`config.mk`:
```
export PLATFORM = sky130hd
export DESIGN_NAME = ai_lane_scheduler
export DESIGN_NICKNAME = d
export VERILOG_FILES = /design/src/rtl/ai_sched_pkg.sv /design/src/rtl/ai_lane_scheduler_rr_arbiter.sv /design/src/rtl/ai_lane_scheduler.sv
export SDC_FILE = /design/constraint.sdc
export NUM_CORES = 1
export LEC_CHECK = 0
export CORE_MARGIN = 2
export CORE_UTILIZATION = 58
export DETAILED_ROUTE_END_ITERATION = 7
export GPL_TIMING_DRIVEN = 0
export PLACE_DENSITY = 0.95
export SYNTH_ARGS = -nofsm -noshare
export SYNTH_HDL_FRONTEND = slang
export SYNTH_SLANG_ARGS = --single-unit
```
`constraint.sdc`:
```
create_clock -name clk -period 3.7 [get_ports clk]
set_input_delay 0.37 -clock clk [delete_from_list [all_inputs] [get_ports clk]]
set_output_delay 0.37 -clock clk [all_outputs]
set_load 0.03 [all_outputs]
```
`src/rtl/ai_sched_pkg.sv`:
```
// Shared types and defaults for the AI lane spawn scheduler: FSM states, lane index,
// lane geometry defaults and the cooldown counter width helper.
package ai_sched_pkg;

    typedef enum logic [1:0] {
        IDLE  = 2'd0,
        ARB   = 2'd1,
        PROBE = 2'd2,
        GRANT = 2'd3
    } sched_state_t;

    localparam int LANE_IDX_W = 2;
    typedef logic [LANE_IDX_W-1:0] lane_idx_t;

    localparam int DEF_LANE_X0       = 180;
    localparam int DEF_LANE_PITCH    = 60;
    localparam int DEF_LANE_COOLDOWN = 32;

    function automatic int cooldown_width(input int cooldown);
        return $clog2(cooldown + 1);
    endfunction

    // Pixel x of a lane; the result is truncated to the 11-bit screen coordinate.
    function automatic logic [10:0] lane_x(input int lane, input int x0, input int pitch);
        return 11'(x0 + lane * pitch);
    endfunction

endpackage

```
`src/rtl/ai_lane_scheduler_rr_arbiter.sv`:
```
// Combinational round-robin arbiter: grants the first set req bit at or above ptr,
// wrapping modulo NUM_CARS. sel is one-hot, valid flags any request.
module rr_arbiter #(
    parameter  int NUM_CARS = 4,
    localparam int PW       = (NUM_CARS > 1) ? $clog2(NUM_CARS) : 1
) (
    input  logic [NUM_CARS-1:0] req,
    input  logic [PW-1:0]       ptr,
    output logic [NUM_CARS-1:0] sel,
    output logic                valid
);

    logic [2*NUM_CARS-1:0] req_dbl;
    logic [NUM_CARS-1:0]   req_rot;
    logic [NUM_CARS-1:0]   gnt_rot;
    logic [2*NUM_CARS-1:0] gnt_dbl;

    // Rotate so ptr sits at bit 0, take the lowest set bit, then rotate back.
    assign req_dbl = {req, req};
    assign req_rot = NUM_CARS'(req_dbl >> ptr);
    assign gnt_rot = req_rot & (~req_rot + NUM_CARS'(1));
    assign gnt_dbl = {gnt_rot, gnt_rot} << ptr;
    assign sel     = gnt_dbl[2*NUM_CARS-1:NUM_CARS];
    assign valid   = |req;

endmodule

```
`src/rtl/ai_lane_scheduler.sv`:
```
// Per-frame spawn scheduler: one round-robin grant per frame onto a free lane with cooldown.
// Optional statistics (spawn_count, frame_overrun) are built when AI_SCHED_STATS_EN is defined.
module ai_lane_scheduler
    import ai_sched_pkg::*;
#(
    parameter  int NUM_CARS      = 4,
    parameter  int NUM_LANES     = 4,
    parameter  int LANE_COOLDOWN = DEF_LANE_COOLDOWN,
    parameter  int LANE_X0       = DEF_LANE_X0,
    parameter  int LANE_PITCH    = DEF_LANE_PITCH,
    localparam int CAR_W         = (NUM_CARS > 1) ? $clog2(NUM_CARS) : 1,
    localparam int LANE_W        = (NUM_LANES > 1) ? $clog2(NUM_LANES) : 1,
    localparam int CD_W          = cooldown_width(LANE_COOLDOWN)
) (
    input  logic                 clk,
    input  logic                 reset,
    input  logic                 frame_start,
    input  logic [10:0]          random,
    input  logic [NUM_CARS-1:0]  spawn_req,
    output logic [NUM_CARS-1:0]  spawn_grant,
    output logic [10:0]          spawn_x,
    output logic [LANE_W-1:0]    spawn_lane,
    output logic [NUM_LANES-1:0] lanes_free,
    output logic                 busy
`ifdef AI_SCHED_STATS_EN
    ,
    output logic [15:0]          spawn_count,
    output logic                 frame_overrun
`endif
);

    sched_state_t        state_reg;
    logic [LANE_W-1:0]   cand_reg;
    logic [LANE_W-1:0]   probe_k_reg;
    logic [CAR_W-1:0]    sel_idx_reg;
    logic [CAR_W-1:0]    rr_ptr_reg;

    logic [NUM_CARS-1:0] arb_sel;
    logic                arb_valid;
    logic [CAR_W-1:0]    arb_idx;
    logic [CAR_W-1:0]    rr_ptr_next;
    logic [LANE_W-1:0]   probe_lane;
    logic                probe_hit;
    logic                take_grant;
    logic                frame_accept;
    logic                unused_random;

    assign unused_random = ^random[10:LANE_W];

    rr_arbiter #(
        .NUM_CARS (NUM_CARS)
    ) u_rr_arbiter (
        .req   (spawn_req),
        .ptr   (rr_ptr_reg),
        .sel   (arb_sel),
        .valid (arb_valid)
    );

    always_comb begin
        arb_idx = '0;
        for (int i = 0; i < NUM_CARS; i++) begin
            if (arb_sel[i]) begin
                arb_idx = CAR_W'(i);
            end
        end
    end

    assign rr_ptr_next  = (sel_idx_reg == CAR_W'(NUM_CARS - 1)) ? '0 : sel_idx_reg + CAR_W'(1);
    // Lane count is a power of two, so the index add wraps modulo NUM_LANES for free.
    assign probe_lane   = cand_reg + probe_k_reg;
    assign probe_hit    = (state_reg == PROBE) && lanes_free[probe_lane];
    assign take_grant   = probe_hit && spawn_req[sel_idx_reg];
    assign frame_accept = (state_reg == IDLE) && frame_start;
    assign busy         = (state_reg != IDLE);

    // Per-lane cooldown; decrement on an accepted frame, so it lands before this frame's probes.
    genvar gi;
    generate
        for (gi = 0; gi < NUM_LANES; gi++) begin : g_lane
            logic [CD_W-1:0] cd_reg;

            always_ff @(posedge clk or posedge reset) begin
                if (reset) begin
                    cd_reg <= '0;
                end else if (take_grant && (probe_lane == LANE_W'(gi))) begin
                    cd_reg <= CD_W'(LANE_COOLDOWN);
                end else if (frame_accept && (cd_reg != '0)) begin
                    cd_reg <= cd_reg - CD_W'(1);
                end
            end

            assign lanes_free[gi] = (cd_reg == '0);
        end
    endgenerate

    // The grant registers load on the winning probe edge, so the pulse is visible during GRANT.
    always_ff @(posedge clk or posedge reset) begin
        if (reset) begin
            state_reg   <= IDLE;
            cand_reg    <= '0;
            probe_k_reg <= '0;
            sel_idx_reg <= '0;
            rr_ptr_reg  <= '0;
            spawn_grant <= '0;
            spawn_x     <= '0;
            spawn_lane  <= '0;
        end else begin
            spawn_grant <= '0;
            case (state_reg)
                IDLE: begin
                    if (frame_start) begin
                        cand_reg  <= random[LANE_W-1:0];
                        state_reg <= ARB;
                    end
                end
                ARB: begin
                    if (arb_valid) begin
                        sel_idx_reg <= arb_idx;
                        probe_k_reg <= '0;
                        state_reg   <= PROBE;
                    end else begin
                        state_reg <= IDLE;
                    end
                end
                PROBE: begin
                    if (probe_hit) begin
                        state_reg <= GRANT;
                        if (take_grant) begin
                            spawn_grant <= NUM_CARS'(1) << sel_idx_reg;
                            spawn_x     <= lane_x(int'(probe_lane), LANE_X0, LANE_PITCH);
                            spawn_lane  <= probe_lane;
                            rr_ptr_reg  <= rr_ptr_next;
                        end
                    end else if (probe_k_reg == LANE_W'(NUM_LANES - 1)) begin
                        state_reg <= IDLE;
                    end else begin
                        probe_k_reg <= probe_k_reg + LANE_W'(1);
                    end
                end
                GRANT: begin
                    state_reg <= IDLE;
                end
                default: begin
                    state_reg <= IDLE;
                end
            endcase
        end
    end

`ifdef AI_SCHED_STATS_EN
    always_ff @(posedge clk or posedge reset) begin
        if (reset) begin
            spawn_count   <= '0;
            frame_overrun <= 1'b0;
        end else begin
            if (take_grant) begin
                spawn_count <= spawn_count + 16'd1;
            end
            if (frame_start && (state_reg != IDLE)) begin
                frame_overrun <= 1'b1;
            end
        end
    end
`endif

endmodule

```
==> flow_summary.json <==
{
  "rr_startpoint": "probe_k_reg[0]",
  "firstDrtPassIters": 4,
  "coreArea_sq_um": 4350,
  "numPortBuffers": 26,
  "avgRoutedWirePerCell_microns": 15.3,
  "seq_area_sq_um": 1150,
  "p_switching_uw": 1310,
  "layout.cells.non_filler": 342,
  "path_clk_slew_ns": 0.09,
  "async_reset_ff_share_pct": 100,
  "nFillCells": 316,
  "maxCapViolCount": 0,
  "ant_nets": 0,
  "fin_area_sq_um": 3090,
  "synth-edff-count": 0,
  "path_max_fanout": 10,
  "arrival_ns": 2.77,
  "setup_ws_ns": 1.17,
  "drtIter0Drc": 163,
  "setup_viol": 0,
  "hold_viol_final": 0,
  "critical_path.endpoint_type": "flop",
  "power_frac_comb_pct": 54.6,
  "multi_input_area_sq_um": 1320,
  "syn2layout_area_growth_pct": 17.9,
  "route.detailed.drc": 0,
  "critPathKind": "reg2reg",
  "p_int_uw": 1590,
  "syn_area_sq_um": 2620,
  "wl_microns": 5220,
  "fin_setup_tns_ns": 0,
  "via_count": 1917,
  "swShare_pct": 45.2,
  "ys.flop_type": "dfrtp_1",
  "synthMuxAreaShare_pct": 5.06,
  "clkPwrFrac_pct": 13.2,
  "worstSetupStartpoint": "probe_k_reg[0]",
  "dp_slack_ns": 1.10,
  "cts_root_buf": "clkbuf_8",
  "synth.most_common_cell": "dfrtp_1",
  "yosys_warnings": 0,
  "seq_power_share_pct": 32.2,
  "rsz0062_at_grt": "false",
  "required_ns": 3.94,
  "numCtsBuffers": 5,
  "largest_reg_flops": 24,
  "synth_top_family_by_area": "compound AO/OA/AOI/OAI gates",
  "synthSimpleGateAreaFrac_pct": 12.7,
  "fmax_mhz": 395,
  "clock_latency_ns": 0.31,
  "synthDistinctLibCells": 39,
  "worstMarginPinSlew_ns": 0.705,
  "n_antenna_cell": 0,
  "chipHeight_microns": 71.2,
  "yosysTopAreaCellShare_pct": 43.9,
  "synthTopCellsByArea": "dfrtp_1 (44%), ha_1 (9.5%), xor2_1 (4.3%)",
  "synth_fa_ha_area_share_pct": 9.55,
  "cts_max_path_buffers": 2,
  "hold_buffers": 0,
  "synth_common_cells": "dfrtp_1 (46), ha_1 (20), a21oi_1 (18), nor2_1 (18), inv_1 (16)",
  "period_needed_ns": 2.53,
  "dieArea_sq_um": 5070,
  "dp_hpwl_microns": 3830,
  "io_pins": 40,
  "slew-limit-headroom_pct": 52.8,
  "slew_violations": 0,
  "finalCritPeriodShare_pct": 68.4,
  "synth_xor_area_share_pct": 8.64,
  "place_congestion": 0.845,
  "via_per_inst": 5.61,
  "drive_above_1_share_pct": 15.5,
  "outcome": "finished, final reports clean",
  "synth_top_area_cell": "dfrtp_1",
  "max-vdd-ir-drop_mv": 0.465,
  "leakagePower_uw": 0.00142,
  "num_rows": 24,
  "grt_pass1_vias": 1977,
  "fp.dieW_microns": 71.2,
  "htreeDepth": 2,
  "overflow": 0,
  "cts_setup_buffers": 0,
  "antenna_found_initial": 0,
  "ys_ff_latch": 46,
  "p_per_area_nw_per_um2": 936,
  "initial_utilization_pct": 60.2,
  "cts.sinks": 46,
  "final_nets": 327,
  "grt_max_degree": 27,
  "cts_tree": "done",
  "syn-instance-count": 252,
  "hold_class": "in2async",
  "post_dp_cell_area_sq_um": 2980,
  "syn_area_per_cell_sq_um": 10.4,
  "fin_skew_ns": 0.00849,
  "start_kind": "flop",
  "yosysSeqAreaShare_pct": 43.9,
  "grt_pass1_wl_microns": 9200,
  "synth_compound_area_share_pct": 13.7,
  "cts_resized": 0,
  "placedCellCount": 334,
  "gr-usage-all-layers_pct": 23.3
}
worst max-delay path, cell delays in order (launching register included):
cell and delay, ns:
dfrtp_1 0.44, ha_1 0.21, xnor2_1 0.16, xnor2_2 0.33
inv_2 0.13, mux4_2 0.42, and2_4 0.19, buf_6 0.12
buf_6 0.15, buf_6 0.16, a21oi_2 0.14
power groups by stage:
stage	sequential, uW	clock (uW)	combinational [uW]
after floorplan	972	0	1120
after detailed placement	932	0	1580
after global placement	923	0	1500
after global routing	959	412	1770
final	931	383	1580
after CTS	927	391	1590
final cells by class:
cell class / count / share of cell area (%)
inverters: 17 / 2.06
plain buffers: 15 / 3.20
clock inverters: 3 / 1.46
well taps: 52 / 2.10
clock buffers: 5 / 2.23
flip-flops and latches: 46 / 37.2
repair buffers: 27 / 9.07
multi-input cells: 177 / 42.7
placed cells by master, fill, tap and decap left out, types with 6 or more instances in the layout:
cell type	synthesis	layout
nor2_1	18	18
inv_1	16	15
dfrtp_1	46	46
xnor2_1	11	11
nand3_1	14	14
xor2_1	13	13
a21oi_1	18	18
nand2_1	11	11
clkdlybuf4s50_1	0	26
a31oi_1	7	7
ha_1	20	20
a21oi_2	10	10
and3_1	9	9
mux2_2	6	6
routing by layer:
layer	GRT usage [%]	share of wire [%]	vias to the layer above
met5	0	0	-
met4	9.64	2.5	0
met3	4.78	4.6	11
met2	38.5	50	46
met1	30.0	43	934
li1	-	-	926
stage by stage:
step	util [%]	power, uW	hold WS (ns)
floorplan	-	2090	0.447
global placement	67.9	2420	0.471
detailed placement	68.4	2520	0.498
CTS	71.0	2910	0.403
global route	71.0	3140	0.431
finish	71.0	2890	0.389
path summary, 6_finish.rpt:
check	to	slack (ns)	depth (start not counted)
min reg2reg	state_reg[0]	0.51	1
max	g_lane[1].cd_reg[0]	1.17	10
max in group asynchronous	spawn_x[3]	2.82	3
min	g_lane[2].cd_reg[4]	0.39	2
max reg2reg	g_lane[1].cd_reg[0]	1.17	10
min in group clk	state_reg[0]	0.51	1
cells by family (layout without fill, tap and decap cells):
kind of cell,Yosys count,count (layout)
and+or+nand+nor,67,67
xor gates and xnor gates,25,25
DFF,46,46
buffers and inverters,32,67
AOI/OAI and AO/OA,51,51
other,1,4
adders and majority gates,20,20
muxes,10,10
(Power assumes the default switching activity.)
==> edit 1: new RTL, same flow settings <==
`NUM_CARS` is set to 4 in 2 places; all go to 2.
--- a/src/rtl/ai_lane_scheduler_rr_arbiter.sv
+++ b/src/rtl/ai_lane_scheduler_rr_arbiter.sv
@@ -1,7 +1,7 @@
 // Combinational round-robin arbiter: grants the first set req bit at or above ptr,
 // wrapping modulo NUM_CARS. sel is one-hot, valid flags any request.
 module rr_arbiter #(
-    parameter  int NUM_CARS = 4,
+    parameter  int NUM_CARS = 2,
     localparam int PW       = (NUM_CARS > 1) ? $clog2(NUM_CARS) : 1
 ) (
     input  logic [NUM_CARS-1:0] req,
--- a/src/rtl/ai_lane_scheduler.sv
+++ b/src/rtl/ai_lane_scheduler.sv
@@ -3,7 +3,7 @@
 module ai_lane_scheduler
     import ai_sched_pkg::*;
 #(
-    parameter  int NUM_CARS      = 4,
+    parameter  int NUM_CARS      = 2,
     parameter  int NUM_LANES     = 4,
     parameter  int LANE_COOLDOWN = DEF_LANE_COOLDOWN,
     parameter  int LANE_X0       = DEF_LANE_X0,
Ports: changed (resized spawn_grant and spawn_req); port bits go from 40 to 36. No check against the original RTL was run, so the function may have changed too.
==> edit 1 against the original RTL <==
Setup slack got worse by 0.12 ns. Hold slack improved by 0.091 ns. Via count fell by 21%. Non-clock buffer count fell by 11. Highest routed layer unchanged. Cell area fell by 17%. Wire length fell by 24%. Combinational power fell by 29%. First-iteration DRC count fell by 71%. Area after synthesis fell by 17%. Count of clock-buffer cells in the layout rose by 3. Power fell by 22%. Largest power group unchanged. Sequential cell count fell by 6. Clock skew fell by 0.0027 ns.
==> edit 1: results (changes against the original RTL) <==
Placement
  – Placed Instances: 281 (-16%)
  – Placed wire-length estimate: 2940 um (-23%)
  – # port buffers: 22 (-15%)
  – GP Congestion: 0.798 (-5.5%)

Synth
  – Prevailing post-synth register cell: dfrtp_1
  – Post-synth cell types: 42 (+7.7%)
  – Sequential fraction of the synthesis area: 45.8% (+1.9 points)
  – Ys Warns: 0 (unchanged)
  – Synth area leaders: dfrtp_1, xnor2_1, ha_1, nand2_1, nor2_1
  – Synth cell count leaders: dfrtp_1, nand2_1, nor2_1
  – Post-synth ARST share: 100% (unchanged)
  – Syn Inst Count: 208 (-17%)

Pwr
  – Worst vdd ir: 0.000613 V (+32%)
  – Pleak: 1.19 nW (-17%)

CTS
  – TritonCTS Buffers: 5 (unchanged)
  – Root buffer cell: clkbuf_8
  – Resized cells post-CTS: 0 (unchanged)
  – Reg clk slew, reported paths: 0.07 ns (-0.02 ns)
  – Worst-Skew Late Latency: 0.30 ns
  – # Post-CTS Setup Buffers: 0 (unchanged)
  – H-tree Lvls: 2 (unchanged)

Worst setup path
  – Crit-path slowest cell: clkdlybuf4s50_1
  – Worst R2R Setup Slack: 1.08 ns (-0.09 ns)
  – Crit path DAT: 2.29 ns (-0.48 ns)
  – CP startpoint: g_lane[1].cd_reg[0]
  – Worst R2R Path Depth: 6 (-4)
  – Critical path fanouts, max: 3 (-7)
  – CP max stage delay: 0.69 ns (+0.25 ns)
  – RR Startpoint: probe_k_reg[0]

Detailed routing
  – Routed vias/inst: 5.21 (-7.1%)
  – Final wirelength: 3940 um (-24%)
  – TritonRoute pass-1 iters: 4 (unchanged)
  – Starting DRT DRC Count: 48 (-71%)
  – WL/cell: 13.6 um (-11%)

Final layout
  – Net count, final: 266 (-19%)
  – Share of cells above drive strength 1: 12.9% (-2.7 points)
  – N_diodes: 0 (unchanged)
  – Filler cell count: 277 (-12%)

STA
  – Slew headroom: 47.0% (-5.8 points)
  – Worst Skew: 0.00579 ns (-0.00269 ns)

Worst hold path
  – Hold Crit Depth: 1
  – Worst hold start: spawn_x[5]
  – HP Class: register to register

Global routing
  – Antenna violations before repair: 0 (unchanged)
  – Largest net degree at the start of global routing: 41 (+52%)
  – Total GRT Usage: 20.9% (-2.3 points)
  – Global-route wire length before repair: 6730 um (-27%)
  – Vias in the first global route: 1490 (-25%)

Run status
  – Outcome: finished, final reports clean
-- edit 1: cell count changes in the layout (fill, tap and decap cells not counted), sizes merged, moves of 6 or more --
cell	before	now
a21oi	28	10
nand3	14	3
ha	20	10
and3	9	0
nand2	11	18
xor2	13	6
buf	13	7
dfrtp	46	40
nor4	1	7
-- edit 1: path summary, 6_finish.rpt --
check,end
worst max-delay path,lanes_free[1]
worst min-delay path,spawn_x[5]
worst max register to register,spawn_lane[0]
worst min register to register,spawn_x[5]
max in group asynchronous,state_reg[1]
min in group asynchronous,g_lane[3].cd_reg[2]
-- edit 1: cells by family after synthesis --
kind of cell               after synthesis  share of synthesized area [%]
and+or+nand+nor                         73                           20.7
DFF                                     40                           45.8
AOI/OAI and AO/OA                       33                           9.97
buffers and inverters                   24                           5.56
xor gates and xnor gates                23                           9.97
adders and majority gates               10                           5.73
muxes                                    4                           2.12
other                                    1                          0.172
-- edit 1: power by group --
group | switching (W) | total [W] | internal [W] | leakage [nW]
logic | 0.000626 | 0.00112 | 0.000490 | 0.654
registers | 0.000197 | 0.000839 | 0.000643 | 0.486
clock network | 0.000147 | 0.000299 | 0.000152 | 0.0455
total | 0.000970 | 0.00225 | 0.00129 | 1.19
-- edit 1: critical path, delay by kind of cell, from the launching register on --
family / cells / cell delay (ns)
buffers and inverters: 2 / 0.80
AND/OR/NAND/NOR: 2 / 0.65
flip-flops: 1 / 0.37
adder cells (fa/ha/maj): 1 / 0.16
-- edit 1: stage by stage --
stage	setup slack (ns)	total power, W	instance area (um2)	util [%]	hold WS (ns)
after floorplan	1.37	0.00165	2200	-	0.452
after global placement	1.15	0.00190	2480	68.1	0.451
after detailed placement	1.08	0.00196	2480	68.1	0.455
after CTS	1.03	0.00227	2570	70.6	0.482
after global routing	0.895	0.00242	2570	70.6	0.505
final	1.04	0.00225	2570	70.6	0.480
-- edit 1: area by class of cell --
type	instances	area share [%]
tap	48	2.34
clock buffer	8	3.51
buffer	9	2.54
timing repair buffer	22	8.58
multi-input combinational	147	41.8
inverter	15	2.19
sequential	40	39.0
-- edit 1: layer usage --
layer | routed length (um) | global-route usage [%]
met1 | 1750 | 26.0
met2 | 1990 | 35.7
met3 | 138 | 4.97
met4 | 55 | 7.29
met5 | 0 | 0
==> edit 2: new RTL, config.mk and constraints unchanged <==
Made on the original files. Encoding of `sched_state_t`: now one-hot (4 bits for 4 states).
--- a/src/rtl/ai_sched_pkg.sv
+++ b/src/rtl/ai_sched_pkg.sv
@@ -2,11 +2,11 @@
 // lane geometry defaults and the cooldown counter width helper.
 package ai_sched_pkg;
 
-    typedef enum logic [1:0] {
-        IDLE  = 2'd0,
-        ARB   = 2'd1,
-        PROBE = 2'd2,
-        GRANT = 2'd3
+    typedef enum logic [3:0] {
+        IDLE  = 4'b0001,
+        ARB   = 4'b0010,
+        PROBE = 4'b0100,
+        GRANT = 4'b1000
     } sched_state_t;
 
     localparam int LANE_IDX_W = 2;
Behaviour: no difference found for any inputs over 10 cycles, from zero or initial values and one cycle with reset high; not proved beyond that.
==> edit 2 against the original RTL <==
Combinational power fell by 31%. Cell area fell by 5.3%. Register-to-register slack improved by 0.04 ns. Via count fell by 7.7%. Cell count fell by 8.5%. Count of clock-buffer cells in the layout rose by 3. Setup slack got worse by 0.094 ns. Sequential cell count did not move. Power fell by 20%. Wire length fell by 9.5%. Area after synthesis fell by 5.3%. Die area fell by 5.0%.
==> edit 2: results (changes against the original RTL) <==
Synth
  – Post-synth cell types: 49 (+26%)
  – Syn Inst Count: 225 (-11%)
  – Sequential fraction of the synthesis area: 46.4% (+2.5 points)
  – Synth cell count leaders: dfrtp_1, inv_1, xnor2_1

Placement
  – Worst slack at placement: 1.24 ns (+0.136 ns)
  – Placed cell area: 2840 um2 (-4.7%)
  – GP Congestion: 0.816 (-3.3%)
  – Placed wire-length estimate: 3430 um (-10%)

STA
  – Worst Skew: 0.0109 ns (+0.00238 ns)
  – Fin crit share: 71.0% (+2.5 points)
  – Hold slack final: 0.354 ns (-0.0348 ns)
  – Worst-Margin Slew: 0.818 ns (+0.113 ns)

Pwr
  – Worst vdd ir: 0.000441 V (-5.2%)
  – Clock network power share: 13.4% (+0.2 points)
  – Int Power: 0.00137 W (-14%)

Final layout
  – Final Non-Filler Cells: 313 (-8.5%)
  – Net count, final: 294 (-10%)
  – Share of cells above drive strength 1: 14.4% (-1.1 points)

Worst setup path
  – Crit-path slowest cell: clkdlybuf4s50_1
  – Crit path DAT: 2.26 ns (-0.51 ns)
  – Critical path fanouts, max: 3 (-7)
  – RR Startpoint: g_lane[0].cd_reg[0]
  – Critical Path End: lanes_free[1]
  – Worst R2R Path Depth: 8 (-2)
  – Reg-to-reg endpoint: rr_ptr_reg[0]

Run status
  – Outcome: finished, final reports clean

Detailed routing
  – Final wirelength: 4720 um (-9.5%)
  – Routed vias/inst: 5.65 (+0.83%)
  – Starting DRT DRC Count: 83 (-49%)

Global routing
  – Total GRT Usage: 20.7% (-2.6 points)
  – Vias in the first global route: 1745 (-12%)

CTS
  – H-tree Lvls: 2 (unchanged)
-- edit 2: final cells by class --
cell class,count,area [um2]
buffer,10,72.6
clock buffer,8,90.1
fill,282,1130
inverter,19,71.3
multi-input combinational,153,1200
sequential,46,1150
tap,50,62.6
timing repair buffer,27,280
-- edit 2: logic make-up after synthesis --
logic type	synth area share, %
and+or+nand+nor	16.6
DFF	46.4
AOI/OAI and AO/OA	8.97
buffers and inverters	5.79
xor gates and xnor gates	8.97
adders and majority gates	7.05
muxes	6.10
other	0.151
-- edit 2: worst reg2reg max path: stages (launching register included) --
cell and delay [ns]:
dfrtp_1 0.41, inv_1 0.09, ha_1 0.13, or4b_1 0.48, nor4_1 0.42, nor4_4 0.14
nor2_4 0.21, buf_6 0.19, mux2_4 0.30
-- edit 2: layer usage --
| metal | GRT usage [%] | share of wire (%) |
|---|---|---|
| met5 | 0 | 0 |
| met4 | 10.7 | 1.9 |
| met3 | 3.92 | 5.5 |
| met2 | 33.2 | 50 |
| met1 | 26.7 | 42 |
